### src/rtl/attn_pkg.sv
// attn_pkg: shared state type, default sizes and arithmetic helpers for the attention engine
package attn_pkg;
  typedef enum logic [1:0] {LOAD_Q, LOAD_K, EMIT} seq_state_t;
  localparam int N_FEAT_DEF = 4;
  localparam int N_KEYS_DEF = 4;
  localparam int DW_DEF = 8;
  function automatic int acc_w(input int dw, input int n_feat);
    return 2 * dw + $clog2(n_feat) + 1;
  endfunction
  function automatic longint sat_dw(input longint x, input int dw);
    longint hi, lo;
    hi = (64'sd1 <<< (dw - 1)) - 64'sd1;
    lo = -(64'sd1 <<< (dw - 1));
    return x > hi ? hi : x < lo ? lo : x;
  endfunction
endpackage

### src/rtl/attn_mac_unit.sv
// attn_mac_unit: signed DW x DW multiply feeding an ACC_W-wide accumulator
module attn_mac_unit #(
  parameter int DW = 8,
  parameter int ACC_W = 19
) (
  input  logic                    clk,
  input  logic                    rst_n,
  input  logic                    clr,
  input  logic                    en,
  input  logic signed [DW-1:0]    a,
  input  logic signed [DW-1:0]    b,
  output logic signed [ACC_W-1:0] acc,
  output logic signed [ACC_W-1:0] next_sum
);
  logic signed [2*DW-1:0] prod;
  assign prod = a * b;
  assign next_sum = acc + ACC_W'(prod);
  // accumulate one product per enabled step; clear wins over enable
  always_ff @(posedge clk or negedge rst_n)
    if (!rst_n) acc <= '0;
    else if (clr) acc <= '0;
    else if (en) acc <= next_sum;
endmodule

### src/rtl/attn_score_sequencer.sv
// attn_score_sequencer: streams a query then keys through the MAC and emits one score per key; define ATTN_SAT_EN to clamp scores instead of wrapping
module attn_score_sequencer
  import attn_pkg::*;
#(
  parameter int N_FEAT = N_FEAT_DEF,
  parameter int N_KEYS = N_KEYS_DEF,
  parameter int DW = DW_DEF
) (
  input  logic                 clk,
  input  logic                 rst_n,
  input  logic signed [DW-1:0] s_data,
  input  logic                 s_vld,
  output logic                 s_rdy,
  output logic signed [DW-1:0] m_data,
  output logic                 m_vld,
  input  logic                 m_rdy,
  output logic                 m_last,
  output logic                 busy
);
  localparam int ACC_W = acc_w(DW, N_FEAT);
  localparam int FW = $clog2(N_FEAT);
  localparam int KW = N_KEYS > 1 ? $clog2(N_KEYS) : 1;
  seq_state_t state, state_n;
  logic signed [DW-1:0] q [N_FEAT];
  logic [FW-1:0] feat_cnt;
  logic [KW-1:0] key_cnt;
  logic signed [DW-1:0] score, score_n;
  logic signed [ACC_W-1:0] next_sum;
  logic s_xfer, m_xfer, feat_last, key_last, mac_clr, mac_en;
  assign s_rdy = state != EMIT;
  assign m_vld = state == EMIT;
  assign m_data = score;
  assign m_last = m_vld & key_last;
  assign busy = (state != LOAD_Q) | (feat_cnt != '0);
  assign s_xfer = s_vld & s_rdy;
  assign m_xfer = m_vld & m_rdy;
  assign feat_last = feat_cnt == FW'(N_FEAT - 1);
  assign key_last = key_cnt == KW'(N_KEYS - 1);
  assign mac_clr = (state == LOAD_Q & s_xfer & feat_last) | (m_xfer & ~key_last);
  assign mac_en = state == LOAD_K & s_xfer;
`ifdef ATTN_SAT_EN
  assign score_n = DW'(sat_dw(longint'(next_sum), DW));
`else
  assign score_n = DW'(next_sum);
`endif
  attn_mac_unit #(.DW(DW), .ACC_W(ACC_W)) u_mac (
    .clk(clk),
    .rst_n(rst_n),
    .clr(mac_clr),
    .en(mac_en),
    .a(q[feat_cnt]),
    .b(s_data),
    .acc(),
    .next_sum(next_sum)
  );
  // state register
  always_ff @(posedge clk or negedge rst_n)
    if (!rst_n) state <= LOAD_Q;
    else state <= state_n;
  // advance on the last byte of a vector and on each score handshake
  always_comb begin
    state_n = state;
    if (state == LOAD_Q && s_xfer && feat_last) state_n = LOAD_K;
    if (state == LOAD_K && s_xfer && feat_last) state_n = EMIT;
    if (m_xfer) state_n = key_last ? LOAD_Q : LOAD_K;
  end
  // query bank, counters and the registered score
  always_ff @(posedge clk or negedge rst_n)
    if (!rst_n) begin
      feat_cnt <= '0;
      key_cnt <= '0;
      score <= '0;
      for (int i = 0; i < N_FEAT; i++) q[i] <= '0;
    end else begin
      if (s_xfer) feat_cnt <= feat_last ? '0 : feat_cnt + 1'b1;
      if (s_xfer && state == LOAD_Q) q[feat_cnt] <= s_data;
      if (mac_en && feat_last) score <= score_n;
      if (m_xfer) key_cnt <= key_last ? '0 : key_cnt + 1'b1;
    end
endmodule

### config.mk
export PLATFORM = sky130hd
export DESIGN_NAME = attn_score_sequencer
export DESIGN_NICKNAME = d
export VERILOG_FILES = /design/src/rtl/attn_pkg.sv /design/src/rtl/attn_mac_unit.sv /design/src/rtl/attn_score_sequencer.sv
export SDC_FILE = /design/constraint.sdc
export NUM_CORES = 1
export LEC_CHECK = 0
export CORE_MARGIN = 3
export CORE_UTILIZATION = 50
export DETAILED_ROUTE_END_ITERATION = 8
export PLACE_DENSITY = 0.67
export SYNTH_ARGS = -nofsm -noshare
export SYNTH_HDL_FRONTEND = slang
export SYNTH_HIERARCHICAL = 1
export SYNTH_SLANG_ARGS = --single-unit
### constraint.sdc
create_clock -name clk -period 6.25 [get_ports clk]
set_input_delay 1.25 -clock clk [delete_from_list [all_inputs] [get_ports clk]]
set_output_delay 1.25 -clock clk [all_outputs]
set_load 0.05 [all_outputs]
-- Yosys cells after proc, flatten, opt, wreduce, memory -nomap -nowiden
Cells that the tools add are included.
Widths: inputs -> output; s select.
- logic and storage cells: 56
- output and inout bits: 12
- register bits: 65
- equal/unequal tests: 5
- bitwise gates (word level): 11
- reduce and logical (&&, ||, !) cells: 11
- multipliers: 1
- add/subtract/negate cells: 3
- muxes and demuxes: 14
- order comparisons: 2
- operators by type and width (kind ; count):
    $mux 19 ; 2
    $bwmux 32 ; 1
    $mux 8 ; 3
    $add 19x16->19 ; 1
    $bmux 8 s2 ; 1
    $demux 8 s2 ; 1
    $mul 8x8->16 ; 1
    $mux 2 ; 5
    $and 1x1->1 ; 7
    $eq 2x2->1 const B ; 3
    $logic_and 1x1->1 ; 6
    $reduce_bool 2->1 ; 3
    $add 2x1->2 const B ; 2
    $ge 3x3->1 const B ; 1
    $lt 3x1->1 const B ; 1
    $not 2->3 ; 1
    $reduce_bool 3->1 ; 1
    $eq 2x1->1 const B ; 1
    $logic_not 2->1 ; 1
    $ne 2x2->1 const B ; 1
    $or 1x1->1 ; 2
    $mux 1 ; 1
    $not 1->1 ; 1

-- Longest topological paths before layout
- depth in word-level cells: 8
- depth in mapped cells: 18

-- Modules after synthesis
The synthesis kept the hierarchy.
- by module, submodules not included (module ; area an instance (um2) ; cells each ; times used):
    attn_mac_unit ; 4221.5 ; 425 ; 1
    attn_score_sequencer ; 2073.2 ; 135 ; 1

-- Worst setup path before layout
Ideal clock, no wire load.
- path type: input-to-reg
- from: in s_data[0]
- to: reg u_mac.acc[18]
- setup slack: 260 ps
- arrival time: 5886 ps
- library setup time: 104 ps
- stages: 15
- buffers on the path: 0
- path through: and2_1 > inv_1 > fa_1 > inv_1 > fa_1 > fa_1 > fa_1 > fa_1 > ha_1 > o21ai_0 > o21a_1 > nor3_4 > a2111oi_2 > or4_1 > o311ai_1
- word-level cells in the longest chain between the ends: 4
- RTL lines (element ; line ; text):
    start: declaration ; attn_score_sequencer.sv:11 ; input logic signed [DW-1:0] s_data,
    $mul 8x8->16 ; attn_mac_unit.sv:16 ; assign prod = a * b;
    $add 19x16->19 ; attn_mac_unit.sv:17 ; assign next_sum = acc + ACC_W'(prod);
    $mux 19 ; attn_mac_unit.sv:22 ; else if (en) acc <= next_sum;
    $mux 19 ; attn_mac_unit.sv:21 ; else if (clr) acc <= '0;
    end signal: assignment ; attn_mac_unit.sv:22 ;
    end: declaration ; attn_mac_unit.sv:12 ; output logic signed [ACC_W-1:0] acc,
Every way passes these cells. The select of a mux whose other input is x is not followed.
A chain may end at the register's enable or synchronous reset.

-- Final worst setup path
- from: in s_data[0]
- to: reg score[7] (netlist: m_data[7])
- word-level cells in the longest chain between the ends: 2
- RTL lines (element ; line ; text):
    $mul 8x8->16 ; attn_mac_unit.sv:16 ;
    $add 19x16->19 ; attn_mac_unit.sv:17 ;
    net next_sum[7] ; attn_score_sequencer.sv:28 ; logic signed [ACC_W-1:0] next_sum;
    end signal: assignment ; attn_score_sequencer.sv:77 ; if (mac_en && feat_last) score <= score_n;
    end: declaration ; attn_score_sequencer.sv:27 ; logic signed [DW-1:0] score, score_n;
The timed path passes the listed nets, and every way through them passes these cells.

==> impl_metrics.py <==
metrics = {
    "outcome": {
        "status": "complete, no violations",
    },
    "clocking": {
        "cts_tree": "yes",
        "cts_root_buffer": "clkbuf_8",
        "clk_latency_ns": 0.31,
        "clock_sinks": 54,
        "post_cts_buffers": 0,
        "cts.path.max_buffers": 2,
        "cts-buffers-inserted": 5,
        "cts_resized": 0,
        "cts_hold_buf": 0,
        "cts_max_level": 2,
        "path_clk_slew_ns": 0.09,
    },
    "drt": {
        "wl_um": 6130,
        "drt-vias-per-instance": 5.10,
        "first_pass_iters": 4,
        "wl_per_cell_um": 15.1,
        "ant_nets": 0,
        "drc": 0,
        "drtIter0Drc": 45,
        "vias": 2071,
    },
    "floorplan": {
        "core_sq_mm": 0.00683,
        "io_pins": 24,
        "dieArea_sq_mm": 0.00813,
        "start_util_pct": 51.8,
        "rows": 30,
        "die_y_um": 90.2,
        "die_w_um": 90.2,
    },
    "global_routing": {
        "met1_usage_pct": 23.3,
        "grt_pass1_wl_um": 10800,
        "grt_overflow": 0,
        "top_usage_layer": "met2",
        "use_met2_pct": 26.7,
        "grt_pass1_vias": 2206,
        "antenna_found_initial": 0,
        "grt_use_met3_pct": 3.26,
        "grt_max_degree": 55,
        "grt.total_usage_pct": 16.6,
    },
    "place": {
        "place.gp.congestion": 0.775,
        "io_buffers": 23,
        "dp_hpwl_um": 4630,
    },
    "sta": {
        "fmax_mhz": 191,
        "fin_setup_tns_ns": 0,
        "clock_skew_ns": 0.00959,
        "setup_viol_count_final": 0,
        "maxSlewHeadroom_pct": 54.8,
        "hold_viol": 0,
        "whs_ns": 0.492,
        "worst_pin_slew_ns": 0.678,
        "rsz0062_at_grt": "false",
        "period_share_pct": 83.8,
        "min_period_ns": 5.24,
        "drv_slew": 0,
    },
    "worst_setup_path": {
        "critPathRequiredTime_ns": 6.44,
        "r2r_slack_ns": 1.10,
        "worstPathMaxFanout": 12,
        "path_common_cell": "fa_1",
        "path_cells": "clkdlybuf4s50_1 > and2_1 > inv_1 > fa_1 > inv_1 > fa_1 > fa_1 > fa_1 > fa_1 > ha_1 > xnor2_1 > mux2_2",
        "cp-start-kind": "input port",
        "r2r_cells": 11,
        "critical_path_arrival_ns": 5.43,
        "critPathCaptureType": "register",
        "worstSetupPathType": "in2reg",
        "worstReg2RegEnd": "m_data[7]$_DFFE_PN0P_",
        "r2r_start": "feat_cnt[0]$_DFFE_PN0P_",
        "slowest_delay_ns": 0.72,
        "slowest_stage": "clkdlybuf4s50_1",
    },
    "cells_and_area": {
        "layout.area.seq_sq_mm": 0.00135,
        "drive_gt1_share_pct": 10.3,
        "mostFrequentLayoutCells": "54 x dfrtp_1, 41 x inv_1, 32 x mux2_1",
        "area_delta_synth_final_pct": 11.3,
        "fin_nets": 373,
        "n_antenna_cell": 0,
        "nFillCells": 612,
        "final_common_cell": "dfrtp_1",
        "multiInputGateArea_sq_mm": 0.00198,
    },
    "min_path": {
        "hold_depth": 1,
        "hold_path_class": "reg2reg",
        "hp-start": "q[27]$_DFFE_PN0P_",
        "hold_end": "q[27]$_DFFE_PN0P_",
    },
    "synthesis": {
        "syn_inst": 288,
        "syn_area_per_cell_sq_um": 12.3,
        "syn_nets": 352,
        "synth_area_sq_mm": 0.00354,
        "yosysWarnings": 6,
    },
    "run": {
        "drv_cap": 0,
    },
    "pwr": {
        "ir_drop_v": 0.000290,
        "p_per_area_mw_per_mm2": 635,
        "p_leak_nw": 1.97,
    },
}
[worst max path at each step]
stage	start	end	depth (start not counted)
after global placement	s_data[0]	m_data[7]$_DFFE_PN0P_	12
final	s_data[0]	m_data[7]$_DFFE_PN0P_	12
after floorplan	feat_cnt[0]$_DFFE_PN0P_	m_data[7]$_DFFE_PN0P_	12
after CTS	s_data[0]	m_data[7]$_DFFE_PN0P_	12
after global routing	s_data[1]	m_data[7]$_DFFE_PN0P_	14
after detailed placement	s_data[0]	m_data[7]$_DFFE_PN0P_	12
[worst max-delay path: cells and delay by family]
kind	cells	cell delay, ns
XOR/XNOR	1	0.14
adder cells (fa/ha/maj)	6	2.78
buffers and inverters	3	0.82
multiplexers	1	0.26
AND/OR/NAND/NOR	1	0.19
[per-layer routing]
metal | share of wire (%) | wire [um]
met1 | 49 | 3030
met2 | 48 | 2930
met3 | 2.2 | 137
met4 | 0.46 | 28
met5 | 0 | 0
[power by group]
| group | internal (mW) | total (mW) | leakage (nW) | switching, mW |
|---|---|---|---|---|
| logic | 0.768 | 1.67 | 1.23 | 0.906 |
| clock network | 0.0915 | 0.209 | 0.0478 | 0.117 |
| registers | 0.508 | 0.619 | 0.690 | 0.112 |
| total | 1.37 | 2.50 | 1.97 | 1.13 |
[area by class of cell]
type | count | share of cell area [%]
Clock buffer | 6 | 2.10
Multi-Input combinational cell | 182 | 50.2
Inverter | 42 | 4.00
Timing Repair Buffer | 24 | 5.91
Sequential cell | 54 | 34.3
Clock inverter | 2 | 0.413
Tap cell | 96 | 3.05
[registers in the layout, indices dropped and copies added (netlist names)]
name and cells:
feat_cnt 2, key_cnt 2, m_data 8, q 32, state 2, u_mac/acc 8
[stage by stage]
step | setup slack, ns | cell area [sq um] | cells | total power [mW] | util, %
after detailed placement | 0.674 | 3840 | 398 | 2.34 | 56.2
after floorplan | 1.45 | 3540 | 288 | 1.94 | -
final | 1.01 | 3940 | 406 | 2.50 | 57.7
after global routing | 0.819 | 3940 | 406 | 2.82 | 57.7
after global placement | 0.752 | 3840 | 398 | 2.27 | 56.2
after CTS | 1.00 | 3940 | 406 | 2.56 | 57.7
Note: power is estimated with default switching activity, not from simulation.
